### src/rtl/serial_adder.sv
// Bit-serial adder: one full-adder cell plus carry flop, LSB first, WIDTH cycles per operation.
// Optional subtract mode (a - b) is enabled by defining SERIAL_ADDER_SUB_EN.
module serial_adder #(
    parameter int WIDTH = 8
) (
    input  logic             clk,
    input  logic             rst,
    input  logic             start,
    input  logic [WIDTH-1:0] a,
    input  logic [WIDTH-1:0] b,
    input  logic             cin,
`ifdef SERIAL_ADDER_SUB_EN
    input  logic             sub,
`endif
    output logic             busy,
    output logic             done,
    output logic [WIDTH-1:0] sum,
    output logic             cout
);

    localparam int CW = $clog2(WIDTH + 1);
    localparam logic [CW-1:0] LAST = CW'(WIDTH - 1);
    localparam logic [CW-1:0] ONE  = CW'(1);

    typedef enum logic [1:0] {
        IDLE = 2'd0,
        RUN  = 2'd1,
        DONE = 2'd2
    } state_t;

    state_t           state_q, state_d;
    logic [WIDTH-1:0] a_q, a_d;
    logic [WIDTH-1:0] b_q, b_d;
    logic [WIDTH-1:0] res_q, res_d;
    logic [WIDTH-1:0] sum_q, sum_d;
    logic             c_q, c_d;
    logic             cout_q, cout_d;
    logic [CW-1:0]    cnt_q, cnt_d;

    logic             s_bit;
    logic             c_next;
    logic [WIDTH-1:0] res_shift;
    logic [WIDTH-1:0] b_load;
    logic             c_load;

    assign s_bit  = a_q[0] ^ b_q[0] ^ c_q;
    assign c_next = (a_q[0] & b_q[0]) | (c_q & (a_q[0] ^ b_q[0]));

    // Result bits enter at the MSB so the first (LSB) bit ends up at position 0.
    generate
        if (WIDTH == 1) begin : g_res_w1
            assign res_shift = s_bit;
        end else begin : g_res_wn
            assign res_shift = {s_bit, res_q[WIDTH-1:1]};
        end
    endgenerate

`ifdef SERIAL_ADDER_SUB_EN
    // a - b as a + ~b + 1; a final carry of 1 means no borrow.
    assign b_load = sub ? ~b : b;
    assign c_load = sub ? 1'b1 : cin;
`else
    assign b_load = b;
    assign c_load = cin;
`endif

    always_comb begin
        state_d = state_q;
        a_d     = a_q;
        b_d     = b_q;
        c_d     = c_q;
        cnt_d   = cnt_q;
        res_d   = res_q;
        sum_d   = sum_q;
        cout_d  = cout_q;
        case (state_q)
            IDLE, DONE: begin
                state_d = IDLE;
                if (start) begin
                    state_d = RUN;
                    a_d     = a;
                    b_d     = b_load;
                    c_d     = c_load;
                    cnt_d   = '0;
                end
            end
            RUN: begin
                a_d   = a_q >> 1;
                b_d   = b_q >> 1;
                c_d   = c_next;
                res_d = res_shift;
                cnt_d = cnt_q + ONE;
                if (cnt_q == LAST) begin
                    state_d = DONE;
                    sum_d   = res_shift;
                    cout_d  = c_next;
                end
            end
            default: state_d = IDLE;
        endcase
    end

    always_ff @(posedge clk) begin
        if (rst) begin
            state_q <= IDLE;
            a_q     <= '0;
            b_q     <= '0;
            c_q     <= 1'b0;
            cnt_q   <= '0;
            res_q   <= '0;
            sum_q   <= '0;
            cout_q  <= 1'b0;
        end else begin
            state_q <= state_d;
            a_q     <= a_d;
            b_q     <= b_d;
            c_q     <= c_d;
            cnt_q   <= cnt_d;
            res_q   <= res_d;
            sum_q   <= sum_d;
            cout_q  <= cout_d;
        end
    end

    assign busy = (state_q == RUN);
    assign done = (state_q == DONE);
    assign sum  = sum_q;
    assign cout = cout_q;

endmodule

### config.mk
export PLATFORM = sky130hd
export DESIGN_NAME = serial_adder
export DESIGN_NICKNAME = d
export VERILOG_FILES = /design/src/rtl/serial_adder.sv
export SDC_FILE = /design/constraint.sdc
export NUM_CORES = 1
export LEC_CHECK = 0
export CAP_MARGIN = 25
export CORE_MARGIN = 4
export CORE_UTILIZATION = 55
export DETAILED_ROUTE_END_ITERATION = 8
export PLACE_DENSITY_LB_ADDON = 0.3
export REMOVE_ABC_BUFFERS = 1
export SYNTH_ARGS = -nofsm -noshare
export SYNTH_HDL_FRONTEND = slang
export SYNTH_SLANG_ARGS = --single-unit
### constraint.sdc
create_clock -name clk -period 1.9 [get_ports clk]
set_clock_uncertainty 0.05 [all_clocks]
set_input_delay 0.285 -clock clk [delete_from_list [all_inputs] [get_ports clk]]
set_output_delay 0.285 -clock clk [all_outputs]
set_load 0.02 [all_outputs]
==> results of run 1 <==
[layout by cell type (no fill, tap or decap), drive strengths merged]
master         Yosys  routed
nor3b              1       1
nand3b             1       1
nor3               1       1
nor2               3       3
dfxtp             39      39
nand4              1       1
ha                 1       1
clkbuf             3       7
mux2i              9       9
buf               11       6
a21oi             28      28
clkdlybuf4s50      0      29
a22oi             15      15
nand3             19      19
nand2             17      17
a211oi             1       1
nand2b            21      21
mux2               2       2
dlymetal6s2s       0       1
nor2b              2       2
fa                 1       1
clkinv             1       2
[report_power, final]
part           internal [µW]  switching [µW]  leakage, µW
Combinational           91.7             103     0.000369
Sequential               849            19.3     0.000317
Clock                    144             254    0.0000293
[final cells by class]
type | instances | share of cell area
Multi-Input combinational cell | 123 | 0.387
Tap cell | 31 | 0.0194
Clock inverter | 1 | 0.00250
Timing Repair Buffer | 36 | 0.174
Inverter | 1 | 0.00438
Sequential cell | 39 | 0.390
Clock buffer | 7 | 0.0225
[worst min path at each step]
stage,slack (ns),cells past startpoint,end
after floorplan,0.30,1,cnt_q[2]
after global placement,0.39,2,res_q[1]
after detailed placement,0.40,2,res_q[1]
after CTS,0.42,2,res_q[1]
after global routing,0.41,3,b_q[7]
final,0.41,2,res_q[1]
[registers in the layout, summed over array words and instances (netlist names)]
name,count
state_q,2
b_q,8
c_q,1
a_q,8
res_q,7
cout,1
sum,8
cnt_q,4
[tightest hold or removal path, delay by kind of cell (launching register included)]
family          cells  cell delay [ns]
simple gates        1             0.05
flops               1             0.32
compound gates      1             0.05
[per-layer routing]
| metal | global-route usage | vias to the layer above |
|---|---|---|
| met5 | 0 | - |
| met4 | 0.0854 | 0 |
| met3 | 0.0612 | 8 |
| met2 | 0.302 | 44 |
| met1 | 0.196 | 611 |
| li1 | - | 674 |
[cells by family (layout without fill, tap and decap cells)]
| family | after synthesis | count (layout) | share of synthesized area |
|---|---|---|---|
| and+or+nand+nor | 66 | 66 | 0.216 |
| AOI/OAI and AO/OA | 44 | 44 | 0.160 |
| DFF | 39 | 39 | 0.470 |
| buffers and inverters | 15 | 45 | 0.0655 |
| muxes | 11 | 11 | 0.0700 |
| adders and majority gates | 2 | 2 | 0.0196 |
[metrics by stage]
step | setup WS (ns) | instances | hold WS (ns) | power, µW | cell area (µm²)
2_1_floorplan | 0.201 | 163 | 0.300 | 982 | 1560
3_3_place_gp | 0.293 | 230 | 0.395 | 1070 | 1950
3_5_place_dp | 0.191 | 230 | 0.402 | 1080 | 1950
4_1_cts | 0.0329 | 238 | 0.417 | 1470 | 2000
5_1_grt | 0.00379 | 238 | 0.412 | 1530 | 2000
6_report | 0.0526 | 238 | 0.413 | 1460 | 2000
[Yosys cell counts (2+ instances only)]
library cell	instances
nand2_1	17
dfxtp_1	39
buf_4	4
nand2b_1	20
buf_6	4
nor2_1	2
a21oi_1	28
nand3_1	19
buf_2	2
mux2i_1	9
a22oi_1	15
nor2b_1	2
clkbuf_1	3
[timing repair]
action	in CTS	in global routing
gates resized for setup	0	1
endpoints found under the setup margin	0	1
hold endpoints to repair	0	0
==> flow_summary.yaml, run 1 <==
routing:
  met2_length_um: 1620
  via_per_inst: 5.62
  m1WireLength_um: 1380
  firstDrtPassIters: 4
  wl_met3_um: 183
  wl_um: 3280
  ant_nets: 0
  wire_per_inst_um: 13.8
  route.vias.total: 1337
  drc_errors: 0
  drt_iter0_drc: 60
  topRoutingLayerUsed: "met4"
logic_synthesis:
  yosys-top-cells-area: "dfxtp_1, a21oi_1, nand2b_1"
  yosys_most_used_dff: "dfxtp_1"
  synth.avg_cell_area_um2: 9.39
  yosysTopAreaCellShare: 0.470
  seq_area_frac_synth: 0.470
  yosysTopAreaCell: "dfxtp_1"
  synthCells: 177
  yosysUniqueCellTypes: 26
  synth_edf_count: 0
  async_flop_share: 0
  synth_area_um2: 1660
  ys_ff_latch: 39
  ys_warn_count: 0
worst_setup_path:
  worstPathArrival_ns: 1.51
  endpoint: "busy"
  slowest_stage: "clkdlybuf4s50_1"
  critPathMaxStageDelay_ns: 0.59
  crit_type: "flip-flop to output pin"
  timing.critical_path.depth: 3
  worstPathMaxFanout: 2
  cp_top_family: "buffers and inverters"
  rr_worst_depth: 4
  start_kind: "flip-flop"
  reg2reg_from: "state_q[1]"
  regToRegSetupSlack_ns: 0.43
  path_buf_inv: 2
  path_cells: "nand2b_2 > clkinv_4 > clkdlybuf4s50_1"
  endpoint_kind: "output pin"
  rr_endpoint: "cnt_q[2]"
  crit_start: "state_q[1]"
  required_ns: 1.56
sta:
  hold_violations: 0
  max_freq_mhz: 541
  min_period_over_period: 0.972
  final_max_slew_viol_count: 0
  setup_violations: 0
  worst_slew_pin_slew_ns: 0.330
  finalCriticalPeriod_ns: 1.85
  relSlewSlack: 0.780
  finalSetupTns_ns: 0
  rsz0062_at_grt: "no"
placed_design:
  dp_hpwl_um: 2290
  place_congestion: 0.779
  numPortBuffers: 30
clock_tree:
  clk_pin_slew_ns: 0.11
  cts_tree: "built"
  worst_skew_pair.late_latency_ns: 0.34
  htreeDepth: 2
  clock_sinks: 39
  clock_path_buffers: 2
  cts-root-buf: "clkbuf_4"
  post_cts_hold_buffer_count: 0
  cts_buffers: 5
  cts_setup_buffers: 0
global_route:
  grt.total_usage: 0.177
  grt_pass1_vias: 1286
  antenna_found_initial: 0
  grt.overflow.total: 0
  grt_pass1_wl_um: 5600
  grt_start_max_net_pins: 34
floorplan:
  die-area_um2: 3970
  die_y_um: 63.0
  start_util: 0.588
  rows: 19
  die_x_um: 63.0
  core_um2: 2830
  ios: 31
hold_path:
  min_path_type: "flip-flop to flip-flop"
  min_from: "res_q[1]"
cells_and_area:
  fin_util: 0.707
  layout.nets: 228
  regArea_um2: 781
  layout-drive-gt1-share: 0.0821
  syn2layout_area_growth_pct: 20.2
  fillers: 221
  multi_input_area_um2: 773
  diodes: 0
power:
  ir_worst_vdd_mv: 0.627
  leakage_uw: 0.000716
  power_density_nw_per_um2: 731
job:
  cap_viol_max_count: 0
run_status:
  outcome: "finished, final reports clean"
Power figures use the tool's default switching activity.
==> run 2: changes to the inputs <==
- CAP_MARGIN: 25 -> 20
- CORE_MARGIN: 4 -> 2
==> run 2 against run 1 <==
Effect of this change:
- die area shrank 12%
- the run now ends with design-rule violations left
- utilization is 2.1 points higher
- count of clock-buffer cells in the layout is 1 lower
- design area up 2.1%
- largest power group unchanged
- fmax is 0.78% higher
- cell count is 0.42% higher
- via count up 0.52%
- worst setup slack better by 0.014 ns
- combinational power is essentially flat
==> flow_summary.yaml, run 2 (synthesized netlist as in run 1, its figures left out) <==
sta:
  final_max_slew_viol_count: 0
  hold_violations: 0
  rsz0062_at_grt: "no"
  min_period_over_period: 0.965
  finalSetupTns_ns: 0
  worst_slew_pin_slew_ns: 0.340
  relSlewSlack: 0.773
  setup_violations: 0
  finalCriticalPeriod_ns: 1.83
  max_freq_mhz: 545
worst_setup_path:
  path_buf_inv: 2
  cp_top_family: "buffers and inverters"
  worstPathMaxFanout: 2
  timing.critical_path.depth: 3
  endpoint: "busy"
  crit_start: "state_q[1]"
  start_kind: "flip-flop"
  critPathMaxStageDelay_ns: 0.58
  endpoint_kind: "output pin"
  path_cells: "nand2b_2 > clkinv_4 > clkdlybuf4s50_1"
  rr_endpoint: "cnt_q[2]"
  crit_type: "flip-flop to output pin"
  reg2reg_from: "state_q[1]"
  regToRegSetupSlack_ns: 0.41
  rr_worst_depth: 4
  slowest_stage: "clkdlybuf4s50_1"
  worstPathArrival_ns: 1.50
  required_ns: 1.56
clock_tree:
  ctsResizeCount: 0
  cts-root-buf: "clkbuf_4"
  clk_pin_slew_ns: 0.10
  post_cts_hold_buffer_count: 0
  clock_sinks: 39
  worst_skew_pair.late_latency_ns: 0.35
  clock_path_buffers: 2
  htreeDepth: 2
  cts_buffers: 5
  cts_setup_buffers: 0
  cts_tree: "built"
placed_design:
  numPortBuffers: 30
  place_congestion: 0.699
  dpl-instance-area_um2: 1950
  dp_hpwl_um: 2290
global_route:
  grt_start_max_net_pins: 32
  grt.total_usage: 0.200
  grt_pass1_vias: 1228
  grt.overflow.total: 0
  antenna_found_initial: 0
  grt_pass1_wl_um: 5280
cells_and_area:
  mostFrequentLayoutCell: "dfxtp_1"
  syn2layout_area_growth_pct: 22.7
  diodes: 0
  layout-drive-gt1-share: 0.0962
  layout.nets: 229
  final_cell_mix: "dfxtp_1, clkdlybuf4s50_1, a21oi_1"
  postLayoutCellArea_um2: 2040
routing:
  ant_nets: 0
  topRoutingLayerUsed: "met4"
  met2_length_um: 1670
  via_per_inst: 5.62
  drt_iter0_drc: 39
  route.vias.total: 1344
  firstDrtPassIters: 7
  m1WireLength_um: 1370
  drc_errors: 3
  wl_um: 3250
  wire_per_inst_um: 13.6
  wl_met3_um: 181
floorplan:
  die-area_um2: 3480
  die_x_um: 59.0
  rows: 19
  start_util: 0.593
  die_y_um: 59.0
  ios: 31
  core_um2: 2810
job:
  cap_viol_max_count: 0
hold_path:
  min_path_type: "flip-flop to flip-flop"
  min_from: "res_q[1]"
power:
  leakage_uw: 0.000721
  ir_worst_vdd_mv: 0.734
  power_density_nw_per_um2: 803
run_status:
  outcome: "finished, violations left"
  violations: "design-rule violations"
## run 2: cell count changes in the layout (fill, tap and decap cells not counted), sizes merged
cell           before  now
buf                 6    7
bufinv              0    1
clkbuf              7    6
clkdlybuf4s50      29   30
dlymetal6s2s        1    0
## run 2: power breakdown
part | switching (µW) | internal [µW]
registers | 19.3 | 849
clock network | 263 | 311
logic | 103 | 93.8
## run 2: routing by layer
layer,global-route usage,vias up
met5,0,-
met4,0.0942,0
met3,0.0437,5
met2,0.340,44
met1,0.240,618
li1,-,677
## run 2: worst min path at each step
stage / endpoint / slack, ns / depth (start not counted)
final: res_q[1] / 0.41 / 2
after global routing: b_q[6] / 0.44 / 2
after CTS: res_q[1] / 0.41 / 2
after detailed placement: res_q[1] / 0.40 / 2
after global placement: res_q[1] / 0.40 / 2
after floorplan: cnt_q[2] / 0.30 / 1
## run 2: per-stage QoR
step           cells  utilization  power, µW  hold slack, ns  worst slack (ns)
3_5_place_dp     231        0.697       1080           0.400             0.233
4_1_cts          239        0.727       1650           0.415            0.0493
3_3_place_gp     231        0.697       1070           0.395             0.302
2_1_floorplan    163            -        982           0.300             0.201
5_1_grt          239        0.727       1700           0.441            0.0246
6_report         239        0.727       1640           0.413            0.0668
## run 2: cell type report
cell class	count	area, µm²
sequential	39	781
multi-input combinational	123	773
fill	223	764
timing repair buffer	37	353
clock buffer	6	51.3
tap	31	38.8
clock inverter	2	35.0
inverter	1	8.76
## run 2: worst min-delay path: cells and delay by family, from the launching register on
| family | cells | cell delay [ns] |
|---|---|---|
| AOI/OAI and AO/OA | 1 | 0.05 |
| and+or+nand+nor | 1 | 0.05 |
| DFF | 1 | 0.32 |
==> run 3: changes to the inputs <==
- ABC_AREA: unset -> 1
- CORE_UTILIZATION: 55 -> 56
- REMOVE_ABC_BUFFERS: 1 -> unset
==> run 3 against run 2 <==
Effect of this change:
- clock power fell by 3%
- routed wire length is 4.6% higher
- sequential cell count did not move
- the run now ends clean
- global-route usage rose by 2.4 points
- synthesized cell count up 36%
- critical path type unchanged
- sequential power increased by 2.3%
- via count rose by 19%
- die area up 4.4%
- non-clock buffer count is the same
- register-to-register slack worse by 0.05 ns
- combinational power increased by 15%
- utilization down 1.6 points
==> flow_summary.yaml, run 3 <==
global_route:
  grt_pass1_vias: 1408
  grt_pass1_wl_um: 6090
  grt.overflow.total: 0
  grt_start_max_net_pins: 25
  grt.total_usage: 0.224
  antenna_found_initial: 0
clock_tree:
  clk_pin_slew_ns: 0.12
  cts_buffers: 5
  clock_sinks: 39
  cts_tree: "built"
  post_cts_hold_buffer_count: 0
  cts-root-buf: "clkbuf_4"
  clock_path_buffers: 2
  htreeDepth: 2
  worst_skew_pair.late_latency_ns: 0.35
power:
  p_clk_frac: 0.334
  internal-power_uw: 1240
  ir_worst_vdd_mv: 0.564
  power_frac_comb: 0.135
  p_total_uw: 1670
  p_sw_uw: 436
  leakage_uw: 0.000923
  p_sw_frac: 0.261
  power_density_nw_per_um2: 777
  pwr-share-seq: 0.531
logic_synthesis:
  yosys-top-cells-area: "dfxtp_1, nand3_1, nand2_1"
  yosysTopAreaCellShare: 0.440
  synth_edf_count: 0
  yosys_most_used_dff: "dfxtp_1"
  yosys.cell_count.top_type: "nand3_1"
  ys_warn_count: 0
  ys_ff_latch: 39
  synth_area_um2: 1770
  seq_area_frac_synth: 0.440
  synth.avg_cell_area_um2: 7.39
  yosysTopAreaCell: "dfxtp_1"
  yosysUniqueCellTypes: 20
  ys_top_cells_by_count: "nand3_1, dfxtp_1, nand2_1, nor2_1, a21oi_1"
  syn_nets: 262
  async_flop_share: 0
  synthCells: 240
floorplan:
  ios: 31
  start_util: 0.586
  rows: 20
  core_um2: 3030
  die-area_um2: 3630
  die_x_um: 60.3
  die_y_um: 60.3
hold_path:
  min_path_type: "flip-flop to flip-flop"
  holdPathEnd: "res_q[1]"
  hold_depth: 2
  min_from: "res_q[1]"
job:
  cap_viol_max_count: 0
worst_setup_path:
  path_buf_inv: 2
  rr_worst_depth: 5
  cp_top_family: "buffers and inverters"
  required_ns: 1.56
  crit_type: "flip-flop to output pin"
  endpoint_kind: "output pin"
  critPathMaxStageDelay_ns: 0.40
  path_cells: "inv_2 > nor2_1 > dlygate4sd2_1"
  rr_endpoint: "a_q[5]"
  worstPathArrival_ns: 1.37
  reg2reg_from: "state_q[1]"
  slowest_stage: "dfxtp_1"
  regToRegSetupSlack_ns: 0.36
  start_kind: "flip-flop"
  worstPathMaxFanout: 17
sta:
  final_max_slew_viol_count: 0
  min_period_over_period: 0.896
  rsz0062_at_grt: "no"
  finalSetupTns_ns: 0
  setup_violations: 0
  final.setup.worst_slack_ns: 0.197
  worst_slew_pin_slew_ns: 0.446
  relSlewSlack: 0.702
  max_freq_mhz: 587
  finalCriticalPeriod_ns: 1.70
  hold_violations: 0
placed_design:
  place_congestion: 0.793
  numPortBuffers: 30
  dp_hpwl_um: 2410
  dp_slack_ns: 0.283
routing:
  drt_iter0_drc: 79
  route.vias.total: 1596
  ant_nets: 0
  wl_um: 3400
  via_per_inst: 5.10
  drc_errors: 0
  firstDrtPassIters: 4
  wire_per_inst_um: 10.9
cells_and_area:
  final_cell_mix: "nand3_1, dfxtp_1, nand2_1"
  fillers: 271
  layout-drive-gt1-share: 0.0892
  diodes: 0
  layout.nets: 290
  mostFrequentLayoutCell: "nand3_1"
  fin_util: 0.711
  syn2layout_area_growth_pct: 21.5
run_status:
  outcome: "finished, final reports clean"
run 3: changes by cell type after synthesis, sizes merged, moves of 2 or more:
cell    previous run  this run
o21ai              0         9
nor2               3        25
nand3             19        69
nor2b              2         0
mux2               2         0
inv                0        21
a22oi             15         0
a21oi             28        22
nand2             17        36
mux2i              9         0
nand2b            21         0
run 3: stage by stage:
stage	instance area, µm²	hold slack, ns	cells
after global placement	2070	0.397	305
after CTS	2150	0.420	313
final	2150	0.415	313
after floorplan	1770	0.381	240
after global routing	2150	0.443	313
after detailed placement	2070	0.403	305
run 3: power by group through the flow:
stage,sequential (µW),combinational [µW],clock [µW]
after global placement,905,225,0
after floorplan,898,168,0
after detailed placement,906,229,0
after global routing,894,258,602
after CTS,887,228,575
final,888,226,559
run 3: worst register-to-register path, delay by kind of cell, from the launching register on:
kind / cells / cell delay, ns
buffers and inverters: 2 / 0.40
AND/OR/NAND/NOR: 2 / 0.47
flip-flops: 1 / 0.40
AO/OA/AOI/OAI: 1 / 0.15
run 3: cells by family (layout without fill, tap and decap cells):
family,Yosys count,after routing,synth area share
AO/OA/AOI/OAI,31,31,0.0917
adder cells (fa/ha/maj),2,2,0.0183
buffers and inverters,38,67,0.108
flip-flops,39,39,0.440
AND/OR/NAND/NOR,130,130,0.342
run 3: cell type report:
type | instances | area [µm²] | area share
Multi-Input combinational cell | 163 | 801 | 0.372
Sequential cell | 39 | 781 | 0.363
Timing Repair Buffer | 37 | 350 | 0.163
Inverter | 22 | 85.1 | 0.0395
Tap cell | 44 | 55.1 | 0.0256
Clock inverter | 3 | 43.8 | 0.0203
Clock buffer | 5 | 37.5 | 0.0174
run 3: worst max-delay path by stage:
stage	from	end	slack, ns	cells past startpoint
2_1_floorplan	state_q[1]	done	0.66	3
3_3_place_gp	start	b_q[4]	0.30	4
3_5_place_dp	start	b_q[7]	0.28	4
4_1_cts	state_q[1]	done	0.18	3
5_1_grt	state_q[1]	done	0.1	3
6_report	state_q[1]	done	0.20	3
run 3: timing repair:
item	CTS	global route
endpoints found under the setup margin	2	0
buffers inserted	0	0
hold endpoints to repair	0	0
gates resized for setup	2	0
run 3: routing by layer:
metal / up-vias / wire length [µm] / GRT usage
li1: 847 / - / -
met2: 34 / 1670 / 0.357
met1: 709 / 1560 / 0.289
met3: 6 / 121 / 0.0714
met4: 0 / 40 / 0.0667
met5: - / 0 / 0
